==> src/rtl/dmem_arbiter.sv <==
// dmem_arbiter: two-port arbiter in front of a single-port data memory.
//
// Port 0 is the processor, port 1 the loader/debug requester. One access is
// granted per cycle, combinationally from the requests, the arbitration state
// and the priority pointer. A granted port may lock ownership across
// consecutive accesses. Reads return one cycle after the grant.
//
// Ports:
//   clock, reset            rising-edge clock, synchronous active-high reset
//   req_n, we_n, lock_n     per-requester request, write enable, lock
//   addr_n[11:0]            per-requester word address
//   wdata_n[31:0]           per-requester write data
//   gnt_n                   access accepted this cycle
//   rvalid_n, rdata_n[31:0] read data valid pulse and read data
//   address_dmem[11:0]      memory address
//   data[31:0], wren        memory write data and write enable
//   q_dmem[31:0]            memory read data (one-cycle latency)
//
// Configuration:
//   DMEM_ARB_FIXED_PRIO_EN  defined: port 0 always wins contention in ARB.
//                           undefined: round-robin on contention.

module dmem_arbiter (
    input  logic        clock,
    input  logic        reset,
    input  logic        req_0,
    input  logic        we_0,
    input  logic [11:0] addr_0,
    input  logic [31:0] wdata_0,
    input  logic        lock_0,
    output logic        gnt_0,
    output logic        rvalid_0,
    output logic [31:0] rdata_0,
    input  logic        req_1,
    input  logic        we_1,
    input  logic [11:0] addr_1,
    input  logic [31:0] wdata_1,
    input  logic        lock_1,
    output logic        gnt_1,
    output logic        rvalid_1,
    output logic [31:0] rdata_1,
    output logic [11:0] address_dmem,
    output logic [31:0] data,
    output logic        wren,
    input  logic [31:0] q_dmem
);

    typedef enum logic [1:0] {ARB, LOCK0, LOCK1} state_t;

    state_t      r_state;
    state_t      w_state_next;
    logic        w_gnt_0;
    logic        w_gnt_1;
    logic [11:0] r_addr;
    logic [31:0] r_data;
    logic        r_rd_pend_0;
    logic        r_rd_pend_1;
    logic [31:0] r_rdata_0;
    logic [31:0] r_rdata_1;
`ifndef DMEM_ARB_FIXED_PRIO_EN
    // Id of the most recently granted port; the other port wins contention.
    logic        r_ptr;
`endif

    always_comb begin
        w_gnt_0      = 1'b0;
        w_gnt_1      = 1'b0;
        w_state_next = r_state;
        case (r_state)
            ARB: begin
                if (req_0 && req_1) begin
`ifdef DMEM_ARB_FIXED_PRIO_EN
                    w_gnt_0 = 1'b1;
`else
                    w_gnt_0 = r_ptr;
                    w_gnt_1 = ~r_ptr;
`endif
                end else begin
                    w_gnt_0 = req_0;
                    w_gnt_1 = req_1;
                end
                if (w_gnt_0 && lock_0) begin
                    w_state_next = LOCK0;
                end else if (w_gnt_1 && lock_1) begin
                    w_state_next = LOCK1;
                end
            end
            LOCK0: begin
                // Final access (lock dropped) is still granted.
                w_gnt_0 = req_0;
                if (!req_0 || !lock_0) begin
                    w_state_next = ARB;
                end
            end
            LOCK1: begin
                w_gnt_1 = req_1;
                if (!req_1 || !lock_1) begin
                    w_state_next = ARB;
                end
            end
            default: w_state_next = ARB;
        endcase
        if (reset) begin
            w_gnt_0 = 1'b0;
            w_gnt_1 = 1'b0;
        end
    end

    always_comb begin
        address_dmem = r_addr;
        data         = r_data;
        wren         = 1'b0;
        if (w_gnt_0) begin
            address_dmem = addr_0;
            data         = wdata_0;
            wren         = we_0;
        end else if (w_gnt_1) begin
            address_dmem = addr_1;
            data         = wdata_1;
            wren         = we_1;
        end
    end

    assign gnt_0    = w_gnt_0;
    assign gnt_1    = w_gnt_1;
    assign rvalid_0 = r_rd_pend_0;
    assign rvalid_1 = r_rd_pend_1;
    // Memory data passes straight through in the return cycle, then is held.
    assign rdata_0  = r_rd_pend_0 ? q_dmem : r_rdata_0;
    assign rdata_1  = r_rd_pend_1 ? q_dmem : r_rdata_1;

    always_ff @(posedge clock) begin
        if (reset) begin
            r_state     <= ARB;
            r_addr      <= 12'h000;
            r_data      <= 32'h0000_0000;
            r_rd_pend_0 <= 1'b0;
            r_rd_pend_1 <= 1'b0;
            r_rdata_0   <= 32'h0000_0000;
            r_rdata_1   <= 32'h0000_0000;
`ifndef DMEM_ARB_FIXED_PRIO_EN
            r_ptr       <= 1'b1;
`endif
        end else begin
            r_state     <= w_state_next;
            r_rd_pend_0 <= w_gnt_0 & ~we_0;
            r_rd_pend_1 <= w_gnt_1 & ~we_1;
            if (w_gnt_0 || w_gnt_1) begin
                r_addr <= address_dmem;
                r_data <= data;
`ifndef DMEM_ARB_FIXED_PRIO_EN
                r_ptr  <= w_gnt_1;
`endif
            end
            if (r_rd_pend_0) begin
                r_rdata_0 <= q_dmem;
            end
            if (r_rd_pend_1) begin
                r_rdata_1 <= q_dmem;
            end
        end
    end

endmodule

==> config.mk <==
export PLATFORM = sky130hd
export DESIGN_NAME = dmem_arbiter
export DESIGN_NICKNAME = d
export VERILOG_FILES = /design/src/rtl/dmem_arbiter.sv
export SDC_FILE = /design/constraint.sdc
export NUM_CORES = 1
export LEC_CHECK = 0
export CAP_MARGIN = 5
export CORE_MARGIN = 8
export CORE_UTILIZATION = 39
export DETAILED_ROUTE_END_ITERATION = 7
export GPL_TIMING_DRIVEN = 0
export PLACE_DENSITY_LB_ADDON = 0.05
export SETUP_SLACK_MARGIN = 0.02
export SYNTH_ARGS = -nofsm -noshare
export SYNTH_HDL_FRONTEND = slang
export SYNTH_SLANG_ARGS = --single-unit
==> constraint.sdc <==
create_clock -name clock -period 2.4 [get_ports clock]
set_input_delay 0.6 -clock clock [delete_from_list [all_inputs] [get_ports clock]]
set_output_delay 0.6 -clock clock [all_outputs]
set_load 0.03 [all_outputs]
==> flow_metrics.py, run 1 <==
metrics = {
    "status": {
        "outcome": "complete, but fails checks",
        "violations": "setup timing",
    },
    "worst_setup_path": {
        "crit_path_start_kind": "flop",
        "timing.rr.end": "r_data[10]",
        "r2r_setup_slack_ns": -0.10,
        "cp_cell_sequence": "nor3b_4, nor3_4, buf_6, buf_2, a222oi_1, inv_1, buf_6",
        "cp.required_ns": 1.80,
        "crit_top_cell": "buf_6",
        "crit_type": "flop to output port",
        "arrival_ns": 2.17,
        "cp_slowest_stage_delay_ns": 0.48,
        "worstPathMaxFanout": 6,
        "critPathSlowestCell": "a222oi_1",
        "reg2reg_from": "r_ptr",
        "critPathCaptureType": "output port",
        "rr_worst_depth": 16,
    },
    "clock_network": {
        "numClockSinks": 113,
        "clockBufferDepth": 2,
        "clk_pin_slew_ns": 0.06,
        "clk_latency_ns": 0.40,
        "numCtsBuffers": 17,
        "cts_max_level": 4,
        "holdBufCountCts": 0,
        "tritoncts": "done",
        "root_buffer": "clkbuf_16",
    },
    "placement": {
        "placed_cell_area_um2": 7039,
        "post-place-ws_ns": -1.149,
        "gp_congestion": 0.8332,
        "portBuffers": 240,
        "placed_cells": 808,
        "place_hpwl_um": 11580,
    },
    "final_layout": {
        "finalInstanceArea_um2": 8778,
        "area_delta_synth_final_pct": 96.91,
        "final_layout_size_suffix_gt1_share_pct": 32.62,
        "instances_no_fill": 980,
        "final_common_cell": "buf_4",
        "final_cell_mix": "buf_4, clkdlybuf4s50_1, dfxtp_1",
        "num_antenna_cells": 0,
        "nFillCells": 735,
        "nets": 954,
    },
    "hold_path": {
        "hold_start": "r_data[16]",
        "whs_path_depth": 2,
        "holdPathEnd": "r_data[16]",
        "min_path_type": "flop to flop",
    },
    "synthesis": {
        "synthCells": 425,
        "synth_top_area_cell": "dfxtp_1",
        "synth_top_area_share_pct": 50.74,
        "synth_ff_type": "dfxtp_1",
        "ys_seq_area_share_pct": 50.74,
        "syn_nets": 553,
        "synth.distinct_cells": 22,
        "synth-async-reset-ratio_pct": 0,
        "ys_ff_latch": 113,
        "yosys-top-cells-area": "dfxtp_1, mux2_1, a222oi_1",
        "ys_warn_count": 0,
        "synth_edf_count": 0,
        "synthesis.area_um2": 4458,
        "avgSynthCellArea_um2": 10.49,
    },
    "floorplanning": {
        "dieArea_um2": 15110,
        "core_area_um2": 11270,
        "io_pins": 241,
        "die_x_um": 122.9,
        "fp.dieH_um": 122.9,
        "start_util_pct": 39.55,
        "rows": 39,
    },
    "pwr": {
        "p_leak_nw": 4.323,
        "powerDensity_nw_per_um2": 684.8,
        "ir_drop_mv": 0.4743,
    },
    "sta": {
        "clock_skew_ns": 0.01241,
        "maxSlewHeadroom_pct": 59.58,
        "hold_slack_ns": 0.5000,
        "period_share_pct": 115.3,
        "finalCriticalPeriod_ns": 2.767,
        "setup-violations-final": 47,
        "hold_viol": 0,
        "tns_ns": -10.43,
        "max_clock_freq_mhz": 361.4,
        "rsz0062_at_grt": "true",
        "slew_viol_final": 0,
        "worst_slack_ns": -0.3667,
        "worst_pin_slew_ns": 0.6064,
    },
    "route": {
        "drt-wirelength-per-cell_um": 19.84,
        "vias": 5010,
        "drt_iter0_drc": 371,
        "drc": 0,
        "routed_wl_um": 19440,
        "vias_per_cell": 5.112,
        "drtPass1Iterations": 8,
        "detail-route-antenna-nets": 0,
    },
    "grt": {
        "grt_pass1_vias": 5321,
        "gr-total-overflow": 0,
        "grt_start_max_net_pins": 17,
        "grt_pass1_wl_um": 28020,
        "grt.total_usage_pct": 24.18,
        "antenna_found_initial": 0,
    },
    "job": {
        "drv_cap": 0,
    },
}
==> sequential cells by signal (all words and copies together) (netlist names) <==
register   cells
r_addr        12
r_state        2
r_rdata_1     32
r_data        32
rvalid_1       1
r_rdata_0     32
rvalid_0       1
r_ptr          1
==> logic make-up (layout without fill, tap and decap cells) <==
logic type	after synthesis	after routing	share of synthesized area (%)
buffers and inverters	80	492	7.999
DFF	113	113	50.74
and+or+nand+nor	119	119	14.34
muxes	65	65	16.39
AOI/OAI and AO/OA	48	48	10.52
==> worst max-delay path by stage <==
| stage | startpoint | endpoint | slack [ns] | depth (start not counted) |
|---|---|---|---|---|
| 6_report | r_ptr | address_dmem[0] | -0.37 | 7 |
| 5_1_grt | r_ptr | address_dmem[0] | -0.46 | 7 |
| 4_1_cts | r_state[0] | data[26] | -0.23 | 7 |
| 3_5_place_dp | req_1 | data[26] | -1.15 | 8 |
| 3_3_place_gp | req_1 | data[26] | -1.15 | 8 |
| 2_1_floorplan | req_0 | address_dmem[0] | 0.11 | 6 |
==> critical path, delay by kind of cell (launching register included) <==
kind	cells	cell delay, ns
simple gates	2	0.34
compound gates	1	0.48
flops	1	0.35
buf+inv	4	0.61
==> cell usage after synthesis (2+ instances only) <==
cell type	instances
nand2b_1	2
buf_2	12
buf_6	4
nor2_1	45
nor2b_1	66
inv_1	45
mux2_1	64
a222oi_1	44
clkbuf_1	16
buf_4	3
dfxtp_1	113
==> area by class of cell <==
cell class                      count  area [µm²]  share of cell area (%)
Inverter                           45       168.9                   1.924
Timing Repair Buffer              385        3425                   39.01
Clock inverter                     10       112.6                   1.283
Buffer                             32       265.3                   3.022
Sequential cell                   113        2272                   25.88
Multi-Input combinational cell    232        1899                   21.64
Tap cell                          143       178.9                   2.038
Clock buffer                       20       456.7                   5.202
==> where the power goes <==
part | switching, mW | internal [mW] | leakage (nW) | total (mW)
sequential | 0.0308 | 1.96 | 0.923 | 1.99
combinational | 0.753 | 0.837 | 3.14 | 1.59
clock | 0.863 | 1.56 | 0.266 | 2.43
==> through the flow <==
step	total power, mW	utilization (%)
5_1_grt	6.215	77.88
3_5_place_dp	3.188	62.45
3_3_place_gp	3.177	62.45
6_report	6.011	77.88
4_1_cts	5.914	76.78
2_1_floorplan	2.607	-
==> what timing repair did <==
item	in CTS	in global routing
setup endpoints to repair	111	101
setup buffers	127	23
cloned	4	0
pin swaps	46	38
gates resized for setup	437	38
==> per-layer routing <==
metal | routed length (µm) | share of wire (%) | track usage [%] | vias to the layer above
li1 | - | - | - | 2275
met5 | 0 | 0 | 0 | -
met1 | 6779 | 35 | 23.95 | 2383
met2 | 9801 | 50 | 42.61 | 290
met4 | 935 | 4.8 | 14.09 | 0
met3 | 1923 | 9.9 | 9.178 | 62
Note: power is estimated with default switching activity, not from simulation.
==> run 2, diff against run 1 <==
--- a/config.mk
+++ b/config.mk
@@ -6,6 +6,7 @@
 export NUM_CORES = 1
 export LEC_CHECK = 0
 export CAP_MARGIN = 5
+export CORE_ASPECT_RATIO = 0.5
 export CORE_MARGIN = 8
 export CORE_UTILIZATION = 39
 export DETAILED_ROUTE_END_ITERATION = 7
==> run 2 against run 1 <==
The flow finishes with violations (DRC, setup timing). Clock power increased by 12%. Design area increased by 1.2%. Sequential power about the same. Largest power group unchanged. Highest routed layer unchanged.
==> flow_metrics.py, run 2 (synthesized netlist as in run 1, its figures left out) <==
metrics = {
    "worst_setup_path": {
        "critPathCaptureType": "output port",
        "timing.rr.end": "r_data[19]",
        "critPathLaunch": "r_ptr",
        "rr_worst_depth": 14,
        "r2r_setup_slack_ns": -0.13,
        "crit_type": "flop to output port",
        "arrival_ns": 2.28,
        "reg2reg_from": "r_ptr",
        "crit_path_start_kind": "flop",
        "worstPathMaxFanout": 10,
        "cp.required_ns": 1.80,
    },
    "pwr": {
        "power.clock.fraction_pct": 42.2,
        "powerDensity_nw_per_um2": 721.2,
        "p_leak_nw": 4.386,
        "seqPwrFrac_pct": 31.2,
        "ir_drop_mv": 0.6179,
        "combPwrFrac_pct": 26.5,
        "switching_share_pct": 28.18,
        "p_int_mw": 4.603,
        "power.switching_mw": 1.807,
    },
    "placement": {
        "gp_congestion": 0.7185,
        "placed_cell_area_um2": 7042,
        "portBuffers": 240,
        "place_hpwl_um": 11010,
        "post-place-ws_ns": -1.127,
    },
    "clock_network": {
        "numCtsBuffers": 17,
        "clockBufferDepth": 2,
        "tritoncts": "done",
        "holdBufCountCts": 0,
        "root_buffer": "clkbuf_16",
        "clk_pin_slew_ns": 0.06,
        "clk_latency_ns": 0.42,
        "cts_max_level": 4,
        "numClockSinks": 113,
    },
    "sta": {
        "hold_viol": 0,
        "worst_slack_ns": -0.4811,
        "slew_viol_final": 0,
        "worst_pin_slew_ns": 0.5857,
        "rsz0062_at_grt": "true",
        "tns_ns": -14.01,
        "max_clock_freq_mhz": 347.1,
        "period_share_pct": 120.0,
        "maxSlewHeadroom_pct": 60.96,
        "setup-violations-final": 51,
        "finalCriticalPeriod_ns": 2.881,
        "clock_skew_ns": 0.02003,
    },
    "hold_path": {
        "hold_start": "req_1",
        "min_path_type": "input pin to flop",
        "holdPathEnd": "r_state[1]",
        "whs_path_depth": 3,
    },
    "floorplanning": {
        "dieArea_um2": 15320,
        "fp.dieH_um": 91.60,
        "io_pins": 241,
        "die_x_um": 167.2,
        "core_area_um2": 11080,
        "rows": 27,
        "start_util_pct": 40.23,
    },
    "route": {
        "drc": 2,
        "drt-wirelength-per-cell_um": 22.96,
        "drt_iter0_drc": 607,
        "vias": 5447,
        "routed_wl_um": 22960,
        "vias_per_cell": 5.447,
        "detail-route-antenna-nets": 0,
        "drtPass1Iterations": 8,
    },
    "final_layout": {
        "final_layout_size_suffix_gt1_share_pct": 36.14,
        "area_delta_synth_final_pct": 99.35,
        "final_cell_mix": "buf_4, clkdlybuf4s50_1, dfxtp_1",
        "finalInstanceArea_um2": 8887,
        "layout_top_registers": "r_data (32), r_rdata_0 (32), r_rdata_1 (32)",
        "num_antenna_cells": 0,
        "nets": 971,
        "final_common_cell": "buf_4",
    },
    "status": {
        "outcome": "complete, but fails checks",
        "violations": "DRC, setup timing",
    },
    "grt": {
        "grt.total_usage_pct": 24.52,
        "gr-total-overflow": 0,
        "grt_pass1_wl_um": 29760,
        "grt_pass1_vias": 5488,
        "antenna_found_initial": 0,
        "grt_start_max_net_pins": 17,
    },
    "job": {
        "drv_cap": 0,
    },
}
[run 2: power groups by stage]
stage / clock, mW / sequential [mW] / combinational [mW]
2_1_floorplan: 0 / 2.02 / 0.587
3_3_place_gp: 0 / 2.02 / 1.15
3_5_place_dp: 0 / 2.02 / 1.16
4_1_cts: 2.68 / 1.99 / 1.49
5_1_grt: 2.82 / 2.01 / 1.76
6_report: 2.71 / 2.00 / 1.70
[run 2: layer usage]
metal | routed length, µm | global-route usage, % | up-vias
li1 | - | - | 2322
met1 | 8353 | 25.07 | 2547
met2 | 10680 | 44.07 | 431
met3 | 2218 | 9.197 | 147
met4 | 1705 | 12.32 | 0
met5 | 0 | 0 | -
[run 2: worst max path at each step]
stage                        to  slack [ns]  cells past startpoint
5_1_grt                data[30]       -0.55                      7
3_3_place_gp   address_dmem[11]       -1.10                      8
6_report               data[30]       -0.48                      7
2_1_floorplan   address_dmem[0]        0.11                      6
4_1_cts                data[17]       -0.20                      7
3_5_place_dp           data[17]       -1.13                      8
[run 2: repair_timing]
item	CTS	global route
buffers inserted	140	22
pin swaps	46	37
endpoints found under the setup margin	111	100
gates resized for setup	423	81
[run 2: stage by stage]
step,total power [mW],std cells,utilization [%],hold slack (ns)
floorplan,2.607,425,-,0.4585
global placement,3.175,810,63.55,0.4701
detailed placement,3.182,810,63.55,0.4800
CTS,6.164,978,79.16,0.4941
global route,6.586,1000,80.21,0.5007
finish,6.410,1000,80.21,0.5190
[run 2: area by class of cell]
cell class                 instances  area (µm²)
clock buffer                      23       498.0
multi-input combinational        232        1892
sequential                       113        2272
clock inverter                     8       126.4
fill                             600        2193
timing repair buffer             402        3487
buffer                            32       259.0
inverter                          45       171.4
tap                              145       181.4
[run 2: critical path, cell delays in order (launching register included)]
cell and delay [ns]:
dfxtp_4 0.35, nor3b_4 0.25, nor3_4 0.07, buf_6 0.16, buf_8 0.15, a222oi_1 0.56
inv_1 0.16, buf_6 0.18
==> run 3, diff against run 2 <==
--- a/config.mk
+++ b/config.mk
@@ -12,6 +12,7 @@
 export DETAILED_ROUTE_END_ITERATION = 7
 export GPL_TIMING_DRIVEN = 0
 export PLACE_DENSITY_LB_ADDON = 0.05
+export REMOVE_ABC_BUFFERS = 1
 export SETUP_SLACK_MARGIN = 0.02
 export SYNTH_ARGS = -nofsm -noshare
 export SYNTH_HDL_FRONTEND = slang
==> run 3 against run 2 <==
The flow finishes with violations (setup timing). Sequential share of layout area fell by 0.62 points. Critical path depth rose by 1. Via count rose by 0.66%. Critical endpoint is now data[19]. Die area did not move. Sequential power barely moved. Global-route usage barely moved. Count of clock-buffer cells in the layout did not move. First-iteration DRC count rose by 13%. Cell count fell by 2.8%. Maximum frequency fell by 4.2%. Largest power group unchanged. Worst hold slack got worse by 0.064 ns. Design area rose by 2.7%.
==> flow_metrics.py, run 3 (synthesized netlist as in run 1, its figures left out) <==
metrics = {
    "status": {
        "violations": "setup timing",
        "outcome": "complete, but fails checks",
    },
    "final_layout": {
        "area_delta_synth_final_pct": 104.7,
        "layout_top_registers": "r_data (32), r_rdata_0 (32), r_rdata_1 (32)",
        "final_common_cell": "buf_4",
        "multiInputGateArea_um2": 1964,
        "nets": 942,
        "nFillCells": 572,
        "register_area_um2": 2276,
        "num_antenna_cells": 0,
        "final_layout_size_suffix_gt1_share_pct": 31.80,
        "final_cell_mix": "buf_4, clkdlybuf4s50_1, dfxtp_1",
    },
    "sta": {
        "hold_slack_ns": 0.4545,
        "clock_skew_ns": 0.01176,
        "slew_viol_final": 0,
        "setup-violations-final": 54,
        "worst_slack_ns": -0.6066,
        "maxSlewHeadroom_pct": 57.99,
        "finalCriticalPeriod_ns": 3.007,
        "rsz0062_at_grt": "true",
        "hold_viol": 0,
        "tns_ns": -18.58,
        "worst_pin_slew_ns": 0.6301,
        "max_clock_freq_mhz": 332.6,
        "period_share_pct": 125.3,
    },
    "worst_setup_path": {
        "worstPathMaxFanout": 15,
        "arrival_ns": 2.41,
        "cp.required_ns": 1.80,
        "crit_path_start_kind": "input pin",
        "crit_type": "input pin to output port",
        "critPathCaptureType": "output port",
    },
    "placement": {
        "place_hpwl_um": 10140,
        "gp_congestion": 0.6756,
        "post-place-ws_ns": -1.500,
        "portBuffers": 240,
    },
    "grt": {
        "gr-total-overflow": 0,
        "grt.total_usage_pct": 24.47,
        "grt_pass1_vias": 5436,
        "antenna_found_initial": 0,
        "grt_start_max_net_pins": 41,
        "grt_pass1_wl_um": 29520,
    },
    "route": {
        "drt_iter0_drc": 683,
        "drtPass1Iterations": 8,
        "vias_per_cell": 5.641,
        "detail-route-antenna-nets": 0,
        "drc": 0,
        "drt-wirelength-per-cell_um": 24.42,
        "vias": 5483,
        "routed_wl_um": 23730,
    },
    "clock_network": {
        "root_buffer": "clkbuf_16",
        "clk_pin_slew_ns": 0.06,
        "holdBufCountCts": 0,
        "clk_latency_ns": 0.42,
        "numCtsBuffers": 17,
        "cts_max_level": 4,
        "tritoncts": "done",
        "clockBufferDepth": 2,
        "numClockSinks": 113,
    },
    "job": {
        "drv_cap": 0,
    },
    "pwr": {
        "ir_drop_mv": 0.5062,
        "p_leak_nw": 4.557,
        "powerDensity_nw_per_um2": 719.7,
    },
    "floorplanning": {
        "die_x_um": 167.2,
        "core_area_um2": 11080,
        "fp.dieH_um": 91.60,
        "start_util_pct": 40.23,
        "io_pins": 241,
        "dieArea_um2": 15320,
        "rows": 27,
    },
    "hold_path": {
        "min_path_type": "input pin to flop",
    },
}
-- run 3: final cells by class --
class / instances / area share, %
timing repair buffer: 400 / 42.48
sequential: 113 / 24.94
multi-input combinational: 237 / 21.53
clock buffer: 23 / 5.567
tap: 145 / 1.988
inverter: 45 / 1.851
clock inverter: 9 / 1.645
-- run 3: path summary, 6_finish.rpt --
| check | start | end | slack (ns) | depth (start not counted) |
|---|---|---|---|---|
| setup / recovery | req_1 | data[19] | -0.61 | 8 |
| hold / removal | reset | r_data[4] | 0.45 | 2 |
| setup reg to reg | r_ptr | r_data[16] | -0.38 | 16 |
| hold reg to reg | r_data[21] | r_data[21] | 0.53 | 2 |
-- run 3: critical path, stage by stage --
cell	delay, ns
buf_2	0.15
nor3b_4	0.31
nor3_4	0.09
buf_6	0.15
buf_8	0.15
a222oi_1	0.56
inv_1	0.19
buf_6	0.19
-- run 3: power breakdown --
group / switching [mW] / leakage [nW] / internal [mW]
clock: 0.964 / 0.321 / 1.90
combinational: 0.829 / 3.31 / 0.878
sequential: 0.0341 / 0.923 / 1.96
total: 1.83 / 4.56 / 4.74
-- run 3: routing by layer --
metal | vias up | track usage [%] | share of wire [%]
met3 | 157 | 10.84 | 12
li1 | 2280 | - | -
met5 | - | 0 | 0
met2 | 514 | 43.97 | 47
met1 | 2532 | 24.68 | 34
met4 | 0 | 10.48 | 7.2
-- run 3: per-stage QoR --
stage | std cells | power [mW] | area (µm²) | util (%)
3_5_place_dp | 781 | 3.177 | 6980 | 63.00
5_1_grt | 972 | 6.736 | 9125 | 82.35
6_report | 972 | 6.567 | 9125 | 82.35
2_1_floorplan | 390 | 2.564 | 4270 | -
4_1_cts | 940 | 6.295 | 8787 | 79.30
3_3_place_gp | 775 | 3.159 | 6854 | 61.86
-- run 3: what timing repair did --
action | in CTS | in global routing
setup buffers | 117 | 28
setup endpoints to repair | 113 | 52
gates resized for setup | 417 | 26
cloned | 10 | 4
pin swaps | 49 | 30
